==> src/rtl/lane_stripe_raster.sv <==
// Lane-stripe raster: per-frame geometry snapshot, blanking-time lane-mask scanner, 2-stage pixel hit pipeline.
// Optional macro LANE_STRIPE_ID_EN adds stripe_lane (lowest hitting lane, 3'd7 when none).
module lane_stripe_raster #(
   parameter int NUM_STRIPES = 60,
   parameter int NUM_LANES   = 6,
   parameter int CW          = 11
) (
   input  logic                           Clk,
   input  logic                           Reset,
   input  logic                           frame_start,
   input  logic [NUM_STRIPES-1:0][CW-1:0] StripeX,
   input  logic [NUM_STRIPES-1:0][CW-1:0] StripeY,
   input  logic [CW-1:0]                  StripeW,
   input  logic [CW-1:0]                  StripeH,
   input  logic                           line_start,
   input  logic [CW-1:0]                  LineY,
   input  logic                           pixel_en,
   input  logic [CW-1:0]                  DrawX,
   output logic                           stripe_on,
   output logic                           pix_valid,
   output logic                           scan_busy,
   output logic                           scan_overrun
`ifdef LANE_STRIPE_ID_EN
   ,
   output logic [2:0]                     stripe_lane
`endif
);
   localparam int PER_LANE = NUM_STRIPES / NUM_LANES;
   localparam int IW       = $clog2(NUM_STRIPES);
   localparam int LW       = $clog2(NUM_LANES);
   localparam int SW       = $clog2(PER_LANE);
   localparam int STAGES   = 2;

   typedef enum logic [1:0] {IDLE, SCAN, COMMIT} state_t;

   logic [NUM_STRIPES-1:0][CW-1:0] shx_q, shx_d, shy_q, shy_d;
   logic [CW-1:0]                  shw_q, shw_d, shh_q, shh_d;
   state_t                         state_q, state_d;
   logic [IW-1:0]                  idx_q, idx_d;
   logic [LW-1:0]                  lane_q, lane_d;
   logic [SW-1:0]                  sub_q, sub_d;
   logic [CW-1:0]                  line_q, line_d;
   logic [NUM_LANES-1:0]           pend_q, pend_d, mask_q, mask_d;
   logic                           ovr_q, ovr_d;
   logic [NUM_LANES-1:0]           inlane_q, inlane_d;
   logic [STAGES:1]                vld_pipe_q, vld_pipe_d;
   logic                           stripe_on_q, stripe_on_d;
   logic                           busy, hit;

   assign busy = (state_q != IDLE);
   // CW+1-bit sum so a stripe near the bottom edge never wraps to row 0
   assign hit  = ({1'b0, line_q} >= {1'b0, shy_q[idx_q]}) &&
                 ({1'b0, line_q} <  ({1'b0, shy_q[idx_q]} + {1'b0, shh_q}));

   always_comb begin
      shx_d = shx_q;
      shy_d = shy_q;
      shw_d = shw_q;
      shh_d = shh_q;
      if (frame_start) begin
         shx_d = StripeX;
         shy_d = StripeY;
         shw_d = StripeW;
         shh_d = StripeH;
      end
   end

   always_comb begin
      state_d = state_q;
      idx_d   = idx_q;
      lane_d  = lane_q;
      sub_d   = sub_q;
      line_d  = line_q;
      pend_d  = pend_q;
      mask_d  = mask_q;
      ovr_d   = ovr_q;
      case (state_q)
         SCAN: begin
            if (hit) pend_d[lane_q] = 1'b1;
            if (idx_q == IW'(NUM_STRIPES-1)) begin
               state_d = COMMIT;
            end else begin
               idx_d = idx_q + IW'(1);
               if (sub_q == SW'(PER_LANE-1)) begin
                  sub_d  = '0;
                  lane_d = lane_q + LW'(1);
               end else begin
                  sub_d = sub_q + SW'(1);
               end
            end
         end
         COMMIT: begin
            mask_d  = pend_q;
            state_d = IDLE;
         end
         default: ;
      endcase
      if (frame_start && busy) begin
         state_d = IDLE;
         pend_d  = '0;
         mask_d  = '0;
      end
      // a new request always wins; an interrupted scan never commits
      if (line_start) begin
         if (busy) ovr_d = 1'b1;
         line_d  = LineY;
         pend_d  = '0;
         idx_d   = '0;
         lane_d  = '0;
         sub_d   = '0;
         state_d = SCAN;
         mask_d  = (frame_start && busy) ? '0 : mask_q;
      end
      if (pixel_en && busy) ovr_d = 1'b1;
   end

   for (genvar l = 0; l < NUM_LANES; l++) begin : g_lane
      assign inlane_d[l] = ({1'b0, DrawX} >= {1'b0, shx_q[l*PER_LANE]}) &&
                           ({1'b0, DrawX} <  ({1'b0, shx_q[l*PER_LANE]} + {1'b0, shw_q}));
   end

   always_comb begin
      vld_pipe_d  = {vld_pipe_q[STAGES-1:1], pixel_en};
      stripe_on_d = vld_pipe_q[1] & (|(inlane_q & mask_q));
   end

   always_ff @(posedge Clk or posedge Reset) begin
      if (Reset) begin
         shx_q       <= '0;
         shy_q       <= '0;
         shw_q       <= '0;
         shh_q       <= '0;
         state_q     <= IDLE;
         idx_q       <= '0;
         lane_q      <= '0;
         sub_q       <= '0;
         line_q      <= '0;
         pend_q      <= '0;
         mask_q      <= '0;
         ovr_q       <= 1'b0;
         inlane_q    <= '0;
         vld_pipe_q  <= '0;
         stripe_on_q <= 1'b0;
      end else begin
         shx_q       <= shx_d;
         shy_q       <= shy_d;
         shw_q       <= shw_d;
         shh_q       <= shh_d;
         state_q     <= state_d;
         idx_q       <= idx_d;
         lane_q      <= lane_d;
         sub_q       <= sub_d;
         line_q      <= line_d;
         pend_q      <= pend_d;
         mask_q      <= mask_d;
         ovr_q       <= ovr_d;
         inlane_q    <= inlane_d;
         vld_pipe_q  <= vld_pipe_d;
         stripe_on_q <= stripe_on_d;
      end
   end

   assign stripe_on    = stripe_on_q;
   assign pix_valid    = vld_pipe_q[STAGES];
   assign scan_busy    = busy;
   assign scan_overrun = ovr_q;

`ifdef LANE_STRIPE_ID_EN
   logic [2:0] lane_id_q, lane_id_d;

   always_comb begin
      lane_id_d = 3'd7;
      for (int l = NUM_LANES-1; l >= 0; l--)
         if (vld_pipe_q[1] && inlane_q[l] && mask_q[l]) lane_id_d = 3'(l);
   end

   always_ff @(posedge Clk or posedge Reset) begin
      if (Reset) lane_id_q <= 3'd7;
      else       lane_id_q <= lane_id_d;
   end

   assign stripe_lane = lane_id_q;
`endif
endmodule

==> config.mk <==
export PLATFORM = sky130hd
export DESIGN_NAME = lane_stripe_raster
export DESIGN_NICKNAME = d
export VERILOG_FILES = /design/src/rtl/lane_stripe_raster.sv
export SDC_FILE = /design/constraint.sdc
export NUM_CORES = 2
export LEC_CHECK = 0
export BUFFER_PORTS_ARGS = -buffer_cell sky130_fd_sc_hd__buf_2
export CAP_MARGIN = 0
export CORE_AREA = 2 2 542 544
export CTS_CLUSTER_DIAMETER = 100
export CTS_CLUSTER_SIZE = 24
export DETAILED_ROUTE_END_ITERATION = 16
export DIE_AREA = 0 0 544 546
export SETUP_SLACK_MARGIN = 0.4
export SLEW_MARGIN = 0
export SYNTH_ARGS = -nofsm -noshare
export SYNTH_HDL_FRONTEND = slang
export SYNTH_SLANG_ARGS = --single-unit
==> constraint.sdc <==
create_clock -name Clk -period 26.9 [get_ports Clk]
set_input_delay 4.035 -clock Clk [delete_from_list [all_inputs] [get_ports Clk]]
set_output_delay 4.035 -clock Clk [all_outputs]
set_load 0.02 [all_outputs]
### Word-level counts from Yosys, hierarchy flattened

Cells that the tools add are included.
W data, S select, Z words.

* add/sub/neg operators: 10
* magnitude comparators: 17
* equality and inequality tests: 7
* multiplexer cells: 30
* bitwise gates (word level): 3
* reductions and logical operators: 26

Operator list (count)
* $add A11 B11 Y12: 7
* $lt A11 B12 Y1: 7
* $ge A11 B11 Y1: 7
* $bmux W11 S6: 1
* $mux W6: 11
* $mux W4: 4
* $mux W3: 4
* $reduce_bool A2 Y1: 6
* $mux W11: 1
* $logic_and A1 B1 Y1: 10
* $reduce_and A2 Y1: 5
* $lt A6 B7 Y1 const B: 1
* $add A6 B1 Y6 const B: 1
* $and A6 B6 Y6: 1
* $eq A6 B6 Y1 const B: 1
* $mux W2: 3
* $or A6 B6 Y6: 1
* $reduce_bool A3 Y1: 2
* $reduce_or A6 Y1: 1
* $add A4 B1 Y4 const B: 1
* $eq A4 B4 Y1 const B: 1
* $lt A3 B4 Y1 const B: 1
* $mux W1: 4
* $ne A4 B4 Y1 const B: 1
* other kinds (11): 11

* register bits: 796
* input port bits: 1369
* output and inout bits: 4
* word-level logic and storage cells: 172

### Depth between registers and ports, before layout

* depth after elaboration: 9
* gate-level depth with buffers: 24

### Worst setup path after synthesis

No wires, ideal clock.

* path kind: input port to flip-flop
* from: input frame_start
* to: register shh_q[0]
* setup time: 0.125 ns
* arrival: 5.546 ns
* data required time: 26.775 ns
* path slack: 21.229 ns
* stages on the path: 5
* cells stage by stage: clkbuf_1 > clkbuf_1 > clkbuf_1 > clkbuf_1 > mux2_2

RTL lines
* start, declared: line 10 `input logic frame_start,`
* end signal, assigned: line 148 `shh_q <= shh_d;`
* end, declared: line 37 `logic [CW-1:0] shw_q, shw_d, shh_q, shh_d;`

No word-level cell between the ends.

### Worst setup path in the final report

* from: input frame_start
* to: register shy_q[269] (netlist name)

RTL lines
* end signal, assigned: line 146 `shy_q <= shy_d;`
* end, declared: line 36 `logic [NUM_STRIPES-1:0][CW-1:0] shx_q, shx_d, shy_q, shy_d;`

No word-level cell between the ends.

==> results.cfg <==
[pwr]
p_per_area_mw_per_mm2 = 63.2
p_total_mw = 3.25
leakage_nw = 21.3
ir_drop_mv = 0.0594

[setup_path]
r2r-start = idx_q[0]
regToRegSetupSlack_ps = 19290
arrival_ps = 8620
cp_max_fo = 127
r2r_end = pend_q[4]
crit_path_end_kind = flip-flop
reg2reg_depth = 20
cp-startpoint = frame_start
worstSetupStartpointType = input pin
crit_end = shy_q[269]
path_class = in2reg
crit_required_ps = 27490

[layout]
utilization = 0.176
nFillCells = 31998
nets = 5265
drive_gt1_frac = 0.495
fin_area_mm2 = 0.0514
syn_to_final_growth_pct = 25.5

[placed_design]
portBuffers = 778
dp_hpwl_um = 136000
placed_area_mm2 = 0.0494
gp_congestion = 0.876
place_ws_ps = 18170

[die]
design.core.area_mm2 = 0.292
die-area_mm2 = 0.297
ios = 1373
die_w_um = 544
initial_core_util = 0.140
rows = 199
die_h_um = 546

[logic_synthesis]
synthTopCellsByCount = dfrtp_1, mux2_2, ha_1, mux4_2, nand2_1
synth-seq-cells = 796
synth_cell_types = 63
yosysTopAreaCell = dfrtp_1
synthesis.area_mm2 = 0.0409
synthCells = 2944
synth_ff_type = dfrtp_1
yosys_warnings = 0
synth_top_area_share = 0.487
synth_nets = 4551
postSynth.asyncResetShare = 1.00
synthMostInstantiatedCell = dfrtp_1
seq_area_frac_synth = 0.487
syn_area_per_cell_um2 = 13.9
synth_area_leaders = dfrtp_1, mux2_2, mux4_2
synth_edf_count = 0

[route]
drt_iter0_drc = 1735
routed_wl_um = 169000
vias = 28352
vias_per_cell = 3.70
drc = 0
ant_nets = 0
wl_per_cell_um = 22.0
first_pass_iters = 7

[cts]
cts.clk_slew.worst_paths_ps = 100
ctsRootBufferMaster = clkbuf_16
cts_buffers = 51
cts_tree = yes
cts_hold_buf = 0
cts.sinks = 796
ctsResizeCount = 0
insertion_delay_ps = 740
postCtsSetupBuffers = 0
cts_max_path_buffers = 3
cts.htree.levels = 2

[global_route]
grt_usage = 0.111
grt_max_degree = 211
overflow = 0
antenna_found_initial = 145
grt_pass1_vias = 29679
grt_first_pass_wirelength_um = 231000

[sta]
fmax_mhz = 125
tightest_slew_ps = 1200
hold_violations = 0
rsz0062_at_grt = false
finalSetupTns_ps = 0
finalWorstSetupSlack_ps = 18870
relSlewSlack = 0.201
period_needed_ps = 8030
setup_viol = 0
min_period_over_period = 0.298
clock_skew_ps = 50.3
drv_slew = 0

[hold_path]
hold_class = reg2reg

[job]
maxCapViolations = 0

[outcome]
outcome = complete, no violations
[sequential cells by signal, summed over array words and instances (netlist names)]
name / count
idx_q: 6
inlane_q: 6
lane_q: 3
line_q: 11
mask_q: 6
pend_q: 6
scan_overrun: 1
shh_q: 11
shw_q: 11
shx_q: 66
shy_q: 660
state_q: 2
stripe_on: 1
sub_q: 4
vld_pipe_q: 2
[how the worst min path moves through the flow]
stage                  startpoint       endpoint  slack [ps]  cells past startpoint
floorplan           vld_pipe_q[1]  vld_pipe_q[2]         350                      0
global placement    vld_pipe_q[1]  vld_pipe_q[2]         390                      0
detailed placement  vld_pipe_q[1]  vld_pipe_q[2]         370                      0
CTS                 vld_pipe_q[1]  vld_pipe_q[2]         400                      0
global route        vld_pipe_q[1]  vld_pipe_q[2]         420                      0
finish              vld_pipe_q[1]  vld_pipe_q[2]         390                      0
[where the power goes]
group	internal, mW	leakage, nW	switching [mW]
clock network	0.401	0.856	0.506
logic	0.424	11.1	0.507
registers	1.31	9.39	0.0937
[per-stage QoR]
stage / cells / hold WS (ps)
floorplan: 2944 / 354
global placement: 7524 / 394
detailed placement: 7524 / 373
CTS: 7606 / 397
global route: 7646 / 420
finish: 7670 / 391
[critical path: stages]
cell	delay [ps]
buf_8	670
buf_4	690
buf_4	740
buf_4	840
buf_4	900
mux2_2	410
[layer usage]
metal | up-vias | global-route usage | part of all wire
met2 | 1082 | 0.175 | 0.45
met4 | 114 | 0.0418 | 0.037
met1 | 14382 | 0.140 | 0.42
met5 | - | 0 | 0.0041
li1 | 12460 | - | -
met3 | 314 | 0.0350 | 0.090
[layout by cell type, fill, tap and decap left out, types with 6 or more instances in the layout]
master / synthesis / layout
a21o_1: 31 / 31
a31oi_1: 6 / 6
ha_1: 231 / 231
buf_2: 13 / 777
a31o_2: 12 / 12
o21ai_0: 102 / 102
xnor2_1: 18 / 18
a21oi_1: 75 / 75
nor2_1: 65 / 64
and3_1: 6 / 6
diode_2: 0 / 64
inv_1: 100 / 99
o211ai_1: 22 / 22
nor3_1: 33 / 33
mux4_2: 198 / 198
nor2b_1: 19 / 17
a211oi_1: 8 / 8
o21bai_1: 8 / 8
buf_4: 3 / 28
inv_2: 10 / 10
a22o_1: 20 / 20
mux2i_1: 11 / 11
xor2_1: 51 / 51
mux2_2: 698 / 698
nand4_1: 29 / 29
inv_16: 0 / 6
clkbuf_16: 0 / 51
dfrtp_1: 796 / 792
nand2_1: 118 / 118
a221oi_2: 10 / 10
o21a_1: 16 / 16
fa_1: 7 / 7
nor4_1: 6 / 6
o22ai_1: 11 / 11
and2_1: 8 / 8
clkbuf_1: 114 / 6
nand2b_1: 11 / 11
[cells by family (layout without fill, tap and decap cells)]
group / count (synthesis) / after routing / share of synthesized area
AOI/OAI and AO/OA: 362 / 362 / 0.0589
DFF: 796 / 796 / 0.487
other: 0 / 64 / 0
buffers and inverters: 259 / 1002 / 0.0262
muxes: 907 / 907 / 0.304
and+or+nand+nor: 313 / 313 / 0.0359
adders and majority gates: 238 / 238 / 0.0740
xor gates and xnor gates: 69 / 69 / 0.0148
[area by class of cell]
type	count	area (um2)	area share
multi-input cells	1889	20000	0.389
flip-flops and latches	796	19900	0.388
well taps	3919	4900	0.0955
repair buffers	810	4190	0.0817
clock buffers	59	1330	0.0258
clock inverters	23	465	0.00906
inverters	110	420	0.00819
diodes	64	160	0.00312
(Power assumes the default switching activity.)
